`config.mk`:
```
export PLATFORM = sky130hd
export DESIGN_NAME = mem_dump_reader
export DESIGN_NICKNAME = d
export VERILOG_FILES = /design/src/rtl/mem_dump_reader.sv
export SDC_FILE = /design/constraint.sdc
export NUM_CORES = 1
export LEC_CHECK = 0
export ABC_AREA = 1
export BUFFER_PORTS_ARGS = -buffer_cell sky130_fd_sc_hd__buf_2
export CAP_MARGIN = 20
export CORE_MARGIN = 4
export CORE_UTILIZATION = 35
export DETAILED_ROUTE_END_ITERATION = 8
export RECOVER_POWER = 50
export SKIP_CTS_REPAIR_TIMING = 1
export SYNTH_ARGS = -nofsm -noshare
export SYNTH_HDL_FRONTEND = slang
export SYNTH_SLANG_ARGS = --single-unit
export TNS_END_PERCENT = 30
```
`constraint.sdc`:
```
create_clock -name clk_i -period 4.31 [get_ports clk_i]
set_input_delay 0.2155 -clock clk_i [delete_from_list [all_inputs] [get_ports clk_i]]
set_output_delay 0.2155 -clock clk_i [all_outputs]
set_load 0.005 [all_outputs]
```
`src/rtl/mem_dump_reader.sv`:
```
// Data-memory readback unit: walks a word range through a synchronous read
// port and streams each word, with its address, over a valid/ready interface.
//
// state   | meaning
// --------+---------------------------------------------------------------
// IDLE    | waiting for start; a zero-length start only pulses done
// READ    | mem_re is high this cycle, memory samples the address
// CAPTURE | read data is valid, latch it into the output holding regs
// SEND    | out_valid high, hold the word until the sink takes it
module mem_dump_reader #(
  parameter int ADDR_WIDTH = 10,
  parameter int DATA_WIDTH = 32
) (
  input  logic                  clk_i,
  input  logic                  reset_i,
  input  logic                  start_i,
  input  logic [ADDR_WIDTH-1:0] base_addr_i,
  input  logic [ADDR_WIDTH:0]   word_count_i,
  output logic                  busy_o,
  output logic                  done_o,
  output logic                  mem_re_o,
  output logic [ADDR_WIDTH-1:0] mem_addr_o,
  input  logic [DATA_WIDTH-1:0] mem_rdata_i,
  output logic                  out_valid_o,
  input  logic                  out_ready_i,
  output logic [DATA_WIDTH-1:0] out_data_o,
  output logic [ADDR_WIDTH-1:0] out_addr_o,
  output logic                  out_last_o
);

  typedef enum logic [1:0] {
    ST_IDLE    = 2'd0,
    ST_READ    = 2'd1,
    ST_CAPTURE = 2'd2,
    ST_SEND    = 2'd3
  } state_t;

  localparam logic [ADDR_WIDTH:0]   CNT_ONE  = {{ADDR_WIDTH{1'b0}}, 1'b1};
  localparam logic [ADDR_WIDTH-1:0] ADDR_ONE = {{(ADDR_WIDTH-1){1'b0}}, 1'b1};

  state_t                state_q, state_d;
  logic                  busy_q, busy_d;
  logic                  done_q, done_d;
  logic                  mem_re_q, mem_re_d;
  logic [ADDR_WIDTH-1:0] mem_addr_q, mem_addr_d;
  logic                  out_valid_q, out_valid_d;
  logic [DATA_WIDTH-1:0] out_data_q, out_data_d;
  logic [ADDR_WIDTH-1:0] out_addr_q, out_addr_d;
  logic                  out_last_q, out_last_d;
  // One bit wider than the address so a full-memory dump fits.
  logic [ADDR_WIDTH:0]   remaining_q, remaining_d;

  // State and datapath registers; reset overrides everything, including a dump in flight.
  always_ff @(posedge clk_i) begin
    if (reset_i) begin
      state_q     <= ST_IDLE;
      busy_q      <= 1'b0;
      done_q      <= 1'b0;
      mem_re_q    <= 1'b0;
      mem_addr_q  <= '0;
      out_valid_q <= 1'b0;
      out_data_q  <= '0;
      out_addr_q  <= '0;
      out_last_q  <= 1'b0;
      remaining_q <= '0;
    end else begin
      state_q     <= state_d;
      busy_q      <= busy_d;
      done_q      <= done_d;
      mem_re_q    <= mem_re_d;
      mem_addr_q  <= mem_addr_d;
      out_valid_q <= out_valid_d;
      out_data_q  <= out_data_d;
      out_addr_q  <= out_addr_d;
      out_last_q  <= out_last_d;
      remaining_q <= remaining_d;
    end
  end

  // Next-state logic.
  always_comb begin
    state_d = state_q;
    case (state_q)
      ST_IDLE:    if (start_i && (word_count_i != '0)) state_d = ST_READ;
      ST_READ:    state_d = ST_CAPTURE;
      ST_CAPTURE: state_d = ST_SEND;
      ST_SEND:    if (out_ready_i) state_d = out_last_q ? ST_IDLE : ST_READ;
      default:    state_d = ST_IDLE;
    endcase
  end

  // Output and datapath next values; everything holds unless the state says otherwise.
  always_comb begin
    busy_d      = busy_q;
    done_d      = 1'b0;
    mem_re_d    = mem_re_q;
    mem_addr_d  = mem_addr_q;
    out_valid_d = out_valid_q;
    out_data_d  = out_data_q;
    out_addr_d  = out_addr_q;
    out_last_d  = out_last_q;
    remaining_d = remaining_q;
    case (state_q)
      ST_IDLE: begin
        if (start_i) begin
          if (word_count_i != '0) begin
            busy_d      = 1'b1;
            mem_re_d    = 1'b1;
            mem_addr_d  = base_addr_i;
            remaining_d = word_count_i;
          end else begin
            done_d = 1'b1;
          end
        end
      end
      ST_READ: begin
        mem_re_d = 1'b0;
      end
      ST_CAPTURE: begin
        out_data_d  = mem_rdata_i;
        out_addr_d  = mem_addr_q;
        out_last_d  = (remaining_q == CNT_ONE);
        out_valid_d = 1'b1;
      end
      ST_SEND: begin
        if (out_ready_i) begin
          out_valid_d = 1'b0;
          remaining_d = remaining_q - CNT_ONE;
          if (out_last_q) begin
            busy_d = 1'b0;
            done_d = 1'b1;
          end else begin
            mem_re_d   = 1'b1;
            // Wraps naturally at the top of memory.
            mem_addr_d = mem_addr_q + ADDR_ONE;
          end
        end
      end
      default: ;
    endcase
  end

  assign busy_o      = busy_q;
  assign done_o      = done_q;
  assign mem_re_o    = mem_re_q;
  assign mem_addr_o  = mem_addr_q;
  assign out_valid_o = out_valid_q;
  assign out_data_o  = out_data_q;
  assign out_addr_o  = out_addr_q;
  assign out_last_o  = out_last_q;

endmodule
```
== Word-level counts from Yosys, hierarchy flattened ==
Cells that the tools add are included.

* Flip-flop bits (word level): 70
* Output and inout port bits: 57
* Logic and storage cells: 62

* Add/subtract/negate cells: 2
* Equal/unequal tests: 10
* Multiplexer cells: 28
* Reductions and logical operators: 12

{| class="wikitable"
|+ Operators by type and width
! operator !! number
|-
| $mux 10 || 4
|-
| $mux 11 || 3
|-
| $pmux 11 s2 || 1
|-
| $pmux 10 s2 || 1
|-
| $reduce_and 5->1 || 3
|-
| $mux 1 || 12
|-
| $ne 2x2->1 const B || 6
|-
| $eq 11x1->1 const B || 1
|-
| $reduce_bool 11->1 || 1
|-
| $sub 11x1->11 const B || 1
|-
| $add 10x1->10 const B || 1
|-
| $pmux 2 s4 || 1
|-
| $pmux 1 s2 || 3
|-
| $eq 2x2->1 const B || 2
|-
| $mux 2 || 2
|-
| $reduce_and 2->1 || 2
|-
| $reduce_and 4->1 || 1
|-
| $reduce_bool 2->1 || 2
|-
| $pmux 1 s3 || 1
|-
| $reduce_bool 3->1 || 1
|-
| $eq 2x1->1 const B || 1
|-
| $logic_not 2->1 || 1
|-
| $logic_and 1x1->1 || 1
|}

== Depth between registers and ports, before layout ==
* Depth in word-level cells: 4
* Mapped depth: 11

== Least setup slack after synthesis ==
OpenSTA, ideal clock, no wires.

* Path type: register to register
* Start point: register state_q[0]
* End point: register mem_addr_q[8] (netlist: mem_addr_o[8])
* Library setup time: 0.070 ns
* Data arrival time: 1.370 ns
* Data required time: 4.240 ns
* Slack: 2.870 ns
* Stages on the path, launching flop included: 11
* Clock period less this slack: 1.440 ns
* Path through: dfxtp_1 inv_1 ha_1 inv_1 o21ai_1 inv_2 nand3_4 nor2_4 buf_6 nand2_1 a21oi_1

* Longest elaborated chain between the ends: 3

{| class="wikitable"
|+ RTL lines
! element !! line !! text
|-
| from (decl) || 41 || <nowiki>state_t state_q, state_d;</nowiki>
|-
| from (signal assigned) || 67 || <nowiki>state_q <= state_d;</nowiki>
|-
| $eq 2x2->1 or $logic_not 2->1 (tied branches) || 103 || <nowiki>case (state_q)</nowiki>
|-
| $ne 2x2->1 (no source line) or $reduce_bool 2->1 (tied branches) || - ||
|-
| $reduce_and 5->1 (no source line) || - ||
|-
| to (signal assigned) || 71 || <nowiki>mem_addr_q <= mem_addr_d;</nowiki>
|-
| to (decl) || 45 || <nowiki>logic [ADDR_WIDTH-1:0] mem_addr_q, mem_addr_d;</nowiki>
|}

Parallel ways exist; a longest one is shown, timed or not.
A chain may end at the register's enable or synchronous reset.

== Worst setup path in the final report ==
* Start point: register state_q[0]
* End point: register out_addr_q[7] (netlist: out_addr_o[7])

* Longest elaborated chain between the ends: 1

{| class="wikitable"
|+ RTL lines
! element !! line !! text
|-
| $eq 2x2->1 || 103 ||
|-
| to (signal assigned) || 74 || <nowiki>out_addr_q <= out_addr_d;</nowiki>
|-
| to (decl) || 48 || <nowiki>logic [ADDR_WIDTH-1:0] out_addr_q, out_addr_d;</nowiki>
|}

Every way passes these cells.

==> metrics.md <==
| Metric | Value |
|---|---|
| Min Tclk post-route | `2562 ps` |
| Count of nets after finishing | `651` |
| Number of antenna violations at the first check in global routing | `0` |
| Wire length of the first global-routing pass | `15.95 mm` |
| Post-synthesis sequential area ratio | `42.73%` |
| Max-capacitance violation count | `1` |
| Sum of routed wire length over all layers | `9.362 mm` |
| Critical Path Max Stage Delay | `1320 ps` |
| Chip Height | `104.8 µm` |
| Placed Area | `0.003897 mm²` |
| Count of boundary I/O pins | `114` |
| Clock transition at the registers of the reported paths | `80 ps` |
| Number of detailed-route iterations in the first pass | `4` |
| Detailed route wirelength on metal2 | `4.129 mm` |
| Leakage power of the design | `1.940 nW` |
| Initial cell density of the core | `35.66%` |
| Die extent in x | `104.8 µm` |
| Number of different library cells in the post-synthesis netlist | `32` |
| Routed length on met3 | `750 µm` |
| Post-placement worst setup slack | `2156 ps` |
| Insertion delay of the later-clocked pin in the worst-skew pair | `330 ps` |
| WL/cell | `13.34 µm` |
| Worst hold path type | `input port to flip-flop` |
| Fraction of final layout cells with drive strength greater than 1 | `18.10%` |
| Diode insertion count for antenna repair | `0` |
| Count of H-tree levels built during CTS | `3` |
| Vias per std cell | `4.783` |
| Metal1 wirelength | `4.401 mm` |
| Cell count after synthesis | `481` |
| GRT Residual Overflow | `0` |
| Port Buffers | `113` |
| Final clock period utilization by the worst path | `59.44%` |
| P&R area growth vs syn | `23.81%` |
| Number of remaining DRC errors | `0` |
| Non-filler cells, final | `702` |
| Clock sink total | `70` |
| Count of antenna-violating nets left after detailed routing | `0` |
| Number of global-route vias before repair | `3,325` |
| Outcome | `finished with violations` |
| Summed area of non-filler cells in the final layout | `0.004060 mm²` |
| Commonest cells after routing, fill and taps aside | `nor2_1 (109), nand2_1 (103), buf_2 (75)` |
| Final setup TNS | `0 ps` |
| Highest metal used | `met4` |
| Placed wire-length estimate | `6.467 mm` |
| Fillcell total | `993` |
| Cells after DPL | `686` |
| Clock root buffer | `clkbuf_8` |
| Clock tree skew after final layout | `6.256 ps` |
| Pin count of the biggest net entering global routing | `49` |
| Required time of the critical path | `4560 ps` |
| Critical path arrival | `2820 ps` |
| Crit Path Category | `flip-flop to flip-flop` |
| Synthesized netlist net count | `546` |
| Register-to-Register Setup Slack | `1750 ps` |
| Routed via count | `3,358` |
| Setup Viol. Count Final | `0` |
| Clock buffer count from CTS | `9` |
| Number of enable-type register cells in the synthesized netlist | `0` |
| F_max | `390.4 MHz` |
| Maximum ir drop on the vdd rail | `273.2 µV` |
| Core footprint | `0.009196 mm²` |
| Max Buffers Root-to-Sink | `2` |
| Clock tree from TritonCTS | `yes` |
| Standard-cell rows | `35` |
| Total routing usage reported by global routing | `17.46%` |
| Ratio of total power to cell area | `666.4 mW/mm²` |
| Commonest non-fill, non-tap cell in the layout | `nor2_1` |
| Synth async-reset ratio | `0%` |
| Violated checks | `max-capacitance violations, max-slew violations` |
| Capturing element type of the critical path | `flip-flop` |
| Synthesized area per cell | `6.818 µm²` |
| Post-synth top flop | `dfxtp_1` |
| Placer congestion estimate | `0.8226` |
| Worst slew pin tran | `1828 ps` |
| Total count of max-transition violations in the final report | `49` |
| Total of warnings raised by yosys | `0` |
| Share of the core filled with cells | `44.15%` |
| Die footprint | `0.01098 mm²` |
| Post-synthesis instance area | `0.003279 mm²` |
| Critical path's slowest cell | `clkbuf_1` |
| Category of the worst setup path launch point | `flip-flop` |
| Number of violations reported at the end of detailed-routing iteration 0 | `206` |
| Worst slew margin relative to its limit | `-21.87%` |
| Number of hold violations in the final report | `0` |
| Biggest fanout along the worst timing path | `48` |
| Total of flip-flops plus latches after synthesis | `70` |
| Worst setup margin | `1748 ps` |
| Critical path cell sequence | `inv_1, ha_1, clkbuf_1, o21ai_0, a21oi_1` |
| Setup repair after global routing missed its margin | `false` |
-- critical path: cells and delay by family (launching register included) --
| family | cells | cell delay, ps |
|---|---|---|
| buffers and inverters | 2 | 1480 |
| AOI/OAI and AO/OA | 2 | 450 |
| DFF | 1 | 350 |
| adders and majority gates | 1 | 200 |
-- cells in the mapped netlist (2+ instances only) --
| library cell | count | area share, % |
|---|---|---|
| o21ai_0 | 61 | 9.3 |
| nand3_1 | 24 | 3.7 |
| nand2_1 | 103 | 12 |
| inv_2 | 3 | 0.34 |
| nor2_1 | 109 | 12 |
| a21oi_1 | 25 | 3.8 |
| nand4_1 | 3 | 0.57 |
| or2_2 | 3 | 0.57 |
| inv_1 | 31 | 3.5 |
| buf_6 | 2 | 0.69 |
| buf_2 | 3 | 0.46 |
| dfxtp_1 | 70 | 43 |
| ha_1 | 8 | 3.1 |
| clkbuf_1 | 16 | 1.8 |
| a21oi_2 | 3 | 0.80 |
-- stage by stage --
step / hold slack, ps / power, mW
floorplan: 350.4 / 1.776
global placement: 437.1 / 2.156
detailed placement: 443.5 / 2.181
CTS: 86.97 / 2.767
global route: 91.51 / 2.968
finish: 101.4 / 2.706
-- cell type report --
class	instances	area, µm²	area share, %
clock inverters	6	86.33	2.126
inverters	34	127.6	3.143
flip-flops and latches	70	1401	34.51
clock buffers	10	127.6	3.143
well taps	111	138.9	3.421
repair buffers	117	544.3	13.41
multi-input cells	354	1634	40.25
-- layer usage --
layer	up-vias	GRT usage, %
met3	7	6.115
met1	1497	22.33
met5	-	0
met4	0	5.155
li1	1753	-
met2	101	27.73
-- sequential cells by signal (all words and copies together) (netlist names) --
name and cells:
mem_addr_o 10, out_data_o 32, out_addr_o 10, out_last_o 1
remaining_q 11, mem_re_o 1, busy_o 1, state_q 2
done_o 1, out_valid_o 1
-- kinds of logic (layout without fill, tap and decap cells) --
family	after synthesis	count (layout)	share of synthesized area (%)
flip-flops	70	70	42.73
buffers and inverters	57	167	7.439
AO/OA/AOI/OAI	94	94	15.03
AND/OR/NAND/NOR	251	251	31.48
XOR/XNOR	1	1	0.2671
adder cells (fa/ha/maj)	8	8	3.052
-- path summary, 6_finish.rpt --
path | from | depth (start not counted) | to
max | state_q[0] | 5 | out_addr_o[7]
min | mem_rdata_i[9] | 3 | out_data_o[9]
max reg2reg | state_q[0] | 5 | out_addr_o[7]
min reg2reg | busy_o | 2 | busy_o
-- power by group --
part / switching [mW] / total [mW] / internal, mW
clock network: 0.251 / 0.577 / 0.325
registers: 0.190 / 1.09 / 0.897
logic: 0.664 / 1.04 / 0.378
(Power assumes the default switching activity.)
